### src/rtl/tennis_score_ctrl.sv
// tennis_score_ctrl: single-game tennis scoring with deuce/advantage handling,
// timed winner display and per-player BCD game counters.
`default_nettype none

module tennis_score_ctrl #(
  parameter int HOLD_CYCLES = 100000000,
  parameter int HOLD_W      = 27
) (
  input  logic       clk,
  input  logic       rst,
  input  logic       point0,
  input  logic       point1,
  input  logic       match_clr,
  output logic [1:0] p0,
  output logic [1:0] p1,
  output logic       squash,
  output logic [1:0] adv,
  output logic       game_pulse,
  output logic [3:0] games0,
  output logic [3:0] games1
);

  typedef enum logic [2:0] {
    PLAY  = 3'd0,
    DEUCE = 3'd1,
    ADV0  = 3'd2,
    ADV1  = 3'd3,
    WIN   = 3'd4
  } state_t;

  localparam logic [1:0] SCORE_40 = 2'b11;

  state_t            state, state_n;
  logic              point0_q, point1_q;
  logic [1:0]        score0, score1, score0_n, score1_n;
  logic              winner, winner_n;
  logic [HOLD_W-1:0] hold_cnt, hold_cnt_n;
  logic [3:0]        games0_n, games1_n;
  logic [1:0]        p0_n, p1_n, adv_n;
  logic              squash_n, game_pulse_n;
  logic              ev0, ev1, only0, only1, enter_win;

  function automatic logic [3:0] bcd_inc(input logic [3:0] v);
    return (v == 4'd9) ? 4'd0 : v + 4'd1;
  endfunction

  // Edge detect against the registered copy so the event acts on the very
  // edge that first samples the button high.
  assign ev0   = point0 & ~point0_q;
  assign ev1   = point1 & ~point1_q;
  assign only0 = ev0 & ~ev1;
  assign only1 = ev1 & ~ev0;

  always_comb begin
    state_n      = state;
    score0_n     = score0;
    score1_n     = score1;
    winner_n     = winner;
    hold_cnt_n   = hold_cnt;
    games0_n     = games0;
    games1_n     = games1;
    enter_win    = 1'b0;
    game_pulse_n = 1'b0;

    if (match_clr) begin
      state_n    = PLAY;
      score0_n   = 2'b00;
      score1_n   = 2'b00;
      winner_n   = 1'b0;
      hold_cnt_n = '0;
      games0_n   = 4'd0;
      games1_n   = 4'd0;
    end else begin
      unique case (state)
        PLAY: begin
          if (only0) begin
            if (score0 != SCORE_40) begin
              score0_n = score0 + 2'd1;
              if (score0_n == SCORE_40 && score1 == SCORE_40) state_n = DEUCE;
            end else begin
              enter_win = 1'b1;
              winner_n  = 1'b0;
            end
          end else if (only1) begin
            if (score1 != SCORE_40) begin
              score1_n = score1 + 2'd1;
              if (score1_n == SCORE_40 && score0 == SCORE_40) state_n = DEUCE;
            end else begin
              enter_win = 1'b1;
              winner_n  = 1'b1;
            end
          end
        end
        DEUCE: begin
          if (only0)      state_n = ADV0;
          else if (only1) state_n = ADV1;
        end
        ADV0: begin
          if (only0) begin
            enter_win = 1'b1;
            winner_n  = 1'b0;
          end else if (only1) begin
            state_n = DEUCE;
          end
        end
        ADV1: begin
          if (only1) begin
            enter_win = 1'b1;
            winner_n  = 1'b1;
          end else if (only0) begin
            state_n = DEUCE;
          end
        end
        WIN: begin
          if (hold_cnt == HOLD_W'(HOLD_CYCLES - 1)) begin
            state_n    = PLAY;
            score0_n   = 2'b00;
            score1_n   = 2'b00;
            hold_cnt_n = '0;
          end else begin
            hold_cnt_n = hold_cnt + 1'b1;
          end
        end
        default: state_n = PLAY;
      endcase

      if (enter_win) begin
        state_n      = WIN;
        hold_cnt_n   = '0;
        game_pulse_n = 1'b1;
        if (winner_n) games1_n = bcd_inc(games1);
        else          games0_n = bcd_inc(games0);
      end
    end

    // Display values follow the next state so every output is a flop.
    squash_n = (state_n == WIN);
    if (state_n == WIN) begin
      p0_n = winner_n ? 2'b10 : 2'b01;
      p1_n = 2'b00;
    end else begin
      p0_n = score0_n;
      p1_n = score1_n;
    end
    unique case (state_n)
      ADV0:    adv_n = 2'b01;
      ADV1:    adv_n = 2'b10;
      default: adv_n = 2'b00;
    endcase
  end

  always_ff @(posedge clk or posedge rst) begin
    if (rst) begin
      state      <= PLAY;
      point0_q   <= 1'b0;
      point1_q   <= 1'b0;
      score0     <= 2'b00;
      score1     <= 2'b00;
      winner     <= 1'b0;
      hold_cnt   <= '0;
      games0     <= 4'd0;
      games1     <= 4'd0;
      p0         <= 2'b00;
      p1         <= 2'b00;
      squash     <= 1'b0;
      adv        <= 2'b00;
      game_pulse <= 1'b0;
    end else begin
      state      <= state_n;
      point0_q   <= point0;
      point1_q   <= point1;
      score0     <= score0_n;
      score1     <= score1_n;
      winner     <= winner_n;
      hold_cnt   <= hold_cnt_n;
      games0     <= games0_n;
      games1     <= games1_n;
      p0         <= p0_n;
      p1         <= p1_n;
      squash     <= squash_n;
      adv        <= adv_n;
      game_pulse <= game_pulse_n;
    end
  end

endmodule

`default_nettype wire

### config.mk
export PLATFORM = sky130hd
export DESIGN_NAME = tennis_score_ctrl
export DESIGN_NICKNAME = d
export VERILOG_FILES = /design/src/rtl/tennis_score_ctrl.sv
export SDC_FILE = /design/constraint.sdc
export NUM_CORES = 1
export LEC_CHECK = 0
export ABC_AREA = 1
export BUFFER_PORTS_ARGS = -buffer_cell sky130_fd_sc_hd__buf_2
export CELL_PAD_IN_SITES_DETAIL_PLACEMENT = 2
export CELL_PAD_IN_SITES_GLOBAL_PLACEMENT = 2
export CORE_ASPECT_RATIO = 1.5
export CORE_UTILIZATION = 38
export DETAILED_ROUTE_END_ITERATION = 10
export GPL_TIMING_DRIVEN = 0
export PLACE_DENSITY = 0.83
export SETUP_SLACK_MARGIN = 0.2
export SLEW_MARGIN = 20
export SYNTH_ARGS = -nofsm -noshare
export SYNTH_HDL_FRONTEND = slang
export SYNTH_SLANG_ARGS = --single-unit
### constraint.sdc
create_clock -name clk -period 3 [get_ports clk]
set_input_delay 0 -clock clk [delete_from_list [all_inputs] [get_ports clk]]
set_output_delay 0 -clock clk [all_outputs]
set_load 0.02 [all_outputs]
---- Word level (Yosys, flattened, before mapping) ----
Index checks and enable logic that the tools add are counted.
operators by class
  add/subtract/negate cells ............... 5
  bitwise gates (word level) .............. 8
  reductions and logical operators ........ 8
  equal/unequal tests ..................... 17
  mux-type cells .......................... 62
operators by type and width
  cell                                                 number
  two-way mux 27 bit                                   4
  two-way mux 3 bit                                    15
  two-way mux 4 bit                                    8
  adder 27 x 1 -> 27 bit, second input constant        1
  equality test 27 bit, second input constant          1
  two-way mux 2 bit                                    12
  two-way mux 1 bit                                    17
  case mux 3 bit (5 select lines)                      1
  equality test 3 x 2 -> 1 bit, second input constant  4
  case mux 2 bit (2 select lines)                      3
  adder 4 x 1 -> 4 bit, second input constant          2
  equality test 2 bit, second input constant           4
  equality test 4 bit, second input constant           2
  equality test 3 bit, second input constant           2
  != test 2 bit, second input constant                 3
  case mux 1 bit (3 select lines)                      2
  adder 2 x 1 -> 2 bit, second input constant          2
  bitwise AND 1 bit                                    4
  inverter 1 bit                                       4
  AND reduction 2 bit                                  2
  nonzero test 2 bit                                   2
  equality test 3 x 1 -> 1 bit, second input constant  1
  zero test 3 bit                                      1
  nonzero test 3 bit                                   1
  logical AND 1 bit                                    2
word-level totals
  logic and storage cells ................. 114
  bits in registers ....................... 53
  input port bits ......................... 5
  output and inout port bits .............. 16

---- Logic depth before layout (Yosys ltp) ----
  depth after elaboration ................. 12
  mapped depth ............................ 14

---- Worst setup path after synthesis ----
OpenSTA, ideal clock, no wires.
  kind .................................... register to register
  from .................................... register hold_cnt[0]
  to ...................................... register hold_cnt[14]
  library setup time ...................... 119 ps
  data arrival time ....................... 1486 ps
  stages on the path, launching flop included .. 12
  path buffers ............................ 1
  slack ................................... 1395 ps
  cell sequence ........................... dfrtp_1 ha_1 inv_1 nor2_4 nand2_4 nor2_4 nand2_2 nand3_4 inv_2 buf_6 nand3_1 o21ai_2
on the way
  cells in the longest elaborated chain, start to end .. 5
  elaborated cells between the ends (all ways) .. 6
  those cells by class .................... add/sub: 1; eq/ne: 1; mux: 4
RTL lines
  what                                                                   RTL line  source
  start: declaration                                                     37        logic [HOLD_W-1:0] hold_cnt, hold_cnt_n;
  start signal: assignment                                               175       hold_cnt <= hold_cnt_n;
  adder 27 x 1 -> 27 bit / equality test 27 bit (equally long branches)  121, 115
  two-way mux 27 bit *                                                   115       if (hold_cnt == HOLD_W'(HOLD_CYCLES - 1)) begin
  two-way mux 27 bit *                                                   74        unique case (state)
  two-way mux 27 bit *                                                   127       if (enter_win) begin
  two-way mux 27 bit *                                                   65        if (match_clr) begin
Every way passes the cells marked *; elsewhere a longest branch is shown, timed or not. The select of a mux whose other input is x is not followed.
A chain may end at the register's enable or synchronous reset.

---- Worst setup path in the final report ----
  from .................................... register hold_cnt[0]
  to ...................................... register hold_cnt[24]
The elaborated chain is that of the path after synthesis.

==> results.tsv <==
metric	value	unit
place_hpwl	8509	um
n_antenna_cell	0	
drv_cap	0	
cts-resized-gates	0	
die_x	78.26	um
die-area	9107	sq um
r2r-start	hold_cnt[0]	
power_density	428.1	nW/um^2
n_fill_cell	1025	
syn_avg_cell_area	7.159	sq um
gp_congestion	0.8669	
finalCriticalPeriod	2.025	ns
utilization	0.4454	
std_cell_rows	41	
cp_data_arrival_time	2.20	ns
overflow	0	
viasPerCell	5.382	
multiInputGateArea	1660	sq um
netlist_top_cells_area	dfrtp_1 (40%), nand2_1 (14%), inv_1 (7.0%), nor2_1 (5.9%), nand3_1 (5.4%)	
start_kind	register	
syn_inst	463	
routed_wl	11250	um
final_common_cell	nand2_1	
area_growth	13.06	%
grt_max_degree	54	
drive_gt1_frac	0.1481	
period_share	0.6748	
ios	21	
clkLatencyLatePin	0.30	ns
worstHoldPathType	in2reg	
slew_headroom	0.5301	
yosysTopAreaCell	dfrtp_1	
initial_utilization	0.3940	
h-tree-depth	2	
synth-main-ff-cell	dfrtp_1	
power	1604	uW
grt_pass1_vias	3718	
wl_per_cell	18.75	um
ir_drop	0.2764	mV
worst-path-max-fanout	5	
dpl-instance-area	3546	sq um
cp-end-kind	register	
first_pass_iters	4	
grtUsageTotal	0.2684	
setup_violations	0	
drtIter0Drc	97	
core_area	8413	sq um
tns	0	ns
seqCellArea	1326	sq um
clockBufferDepth	2	
syn_area	3314	sq um
rsz0062_at_grt	false	
final_cell_mix	nand2_1 (120), inv_1 (61), dfrtp_1 (53), nor2_1 (52), nand3_1 (36)	
num_vias	3229	
finalInstanceArea	3747	sq um
clk_pin_slew	0.08	ns
grt_pass1_wl	18400	um
skew	0.007950	ns
crit_type	reg2reg	
ys_seq_area_frac	0.4002	
p_leak	0.001845	uW
ys_ff_latch	53	
drv_slew	0	
clockRootBuffer	clkbuf_16	
final_hold_viol_count	0	
synth.net_count	469	
fin_nets	498	
cts_tree	yes	
synth_edf_count	0	
worst_pin_slew	0.7048	ns
critPathLaunch	hold_cnt[0]	
numCtsBuffers	5	
hp-start	match_clr	
drtAntennaViolNets	0	
fp.dieH	116.4	um
synth_cell_types	35	
required	3.18	ns
port_buffers	19	
yosys_warnings	0	
async_flop_share	1.000	
status	completed	
cts.sinks	53	
synth_top_area_frac	0.4002	
drc	0	
fmax	493.9	MHz
antenna_found_initial	0	
==> final timing paths <==
check                               end  slack (ns)  cells after the start
setup / recovery           hold_cnt[24]        0.98                     10
hold / removal              hold_cnt[4]        0.17                      4
setup reg to reg           hold_cnt[24]        0.98                     10
hold reg to reg            hold_cnt[23]        0.52                      2
max in group asynchronous  hold_cnt[19]        2.16                      3
min in group asynchronous  hold_cnt[18]        0.36                      3
==> final cells by class <==
class | instances | share of cell area
timing repair buffer | 22 | 0.03339
sequential | 53 | 0.3539
clock inverter | 3 | 0.01235
inverter | 70 | 0.07179
clock buffer | 5 | 0.03339
tap | 107 | 0.03573
buffer | 8 | 0.01636
multi-input combinational | 332 | 0.4431
==> cell usage after synthesis, types with 2 or more instances <==
| cell type | count |
|---|---|
| o21ai_0 | 21 |
| nor2_1 | 52 |
| nand3b_1 | 2 |
| nand2_2 | 7 |
| o21ai_1 | 4 |
| buf_6 | 2 |
| a21oi_1 | 9 |
| nor2_4 | 5 |
| xnor2_1 | 2 |
| nor3_1 | 16 |
| nor2_2 | 3 |
| nand3_1 | 36 |
| nand2_1 | 120 |
| nand4_1 | 22 |
| xor2_1 | 10 |
| buf_2 | 3 |
| inv_1 | 62 |
| o31ai_1 | 3 |
| inv_2 | 6 |
| o21ai_2 | 9 |
| dfrtp_1 | 53 |
| nand2_4 | 2 |
| or2_2 | 2 |
==> metrics by stage <==
step           setup slack (ns)  cells  hold slack, ns
2_1_floorplan             1.395    463         0.03143
6_report                 0.9755    600          0.1725
4_1_cts                  0.9443    600          0.1668
3_3_place_gp             0.8578    589          0.1337
3_5_place_dp             0.9956    589          0.1421
5_1_grt                  0.7895    600          0.2028
==> power breakdown <==
group / internal, uW / switching (uW)
Sequential: 730 / 17.4
Clock: 396 / 290
Combinational: 47.5 / 123
==> critical path: stages, from the launching register on <==
cell and delay [ns]:
dfrtp_1 0.42, ha_1 0.25, inv_1 0.09, nor2_4 0.20, nand2_4 0.12, nor2_1 0.16
nand3_1 0.17, nor2_1 0.23, nand3_1 0.11, nand2_1 0.08, o21ai_0 0.08
==> timing repair <==
| item | 4_1_cts | 5_1_grt |
|---|---|---|
| buffers inserted | 0 | 0 |
| hold buffers | 3 | 0 |
| hold endpoints to repair | 55 | 0 |
==> state kept, by name (all words and copies together), names as in the netlist <==
| signal | cells |
|---|---|
| p0 | 2 |
| adv | 2 |
| winner | 1 |
| p1 | 2 |
| game_pulse | 1 |
| score1 | 2 |
| state | 3 |
| squash | 1 |
| point0_q | 1 |
| score0 | 2 |
| games1 | 4 |
| point1_q | 1 |
| games0 | 4 |
| hold_cnt | 27 |
==> cells by family (layout without fill, tap and decap cells) <==
kind of cell | Yosys count | after routing | share of synthesized area
AO/OA/AOI/OAI | 51 | 51 | 0.09438
XOR/XNOR | 12 | 12 | 0.03171
adder cells (fa/ha/maj) | 1 | 1 | 0.003774
buffers and inverters | 78 | 108 | 0.09890
flip-flops | 53 | 53 | 0.4002
AND/OR/NAND/NOR | 268 | 268 | 0.3711
==> metal layers <==
metal  global-route usage  vias up  wire (um)
li1                     -     1543          -
met1               0.2662     1607       4187
met2               0.5327       47       6333
met3              0.03047       32        184
met4               0.1519        0        545
met5                    0        -          0
No activity file was read; power rests on OpenSTA's default activity.
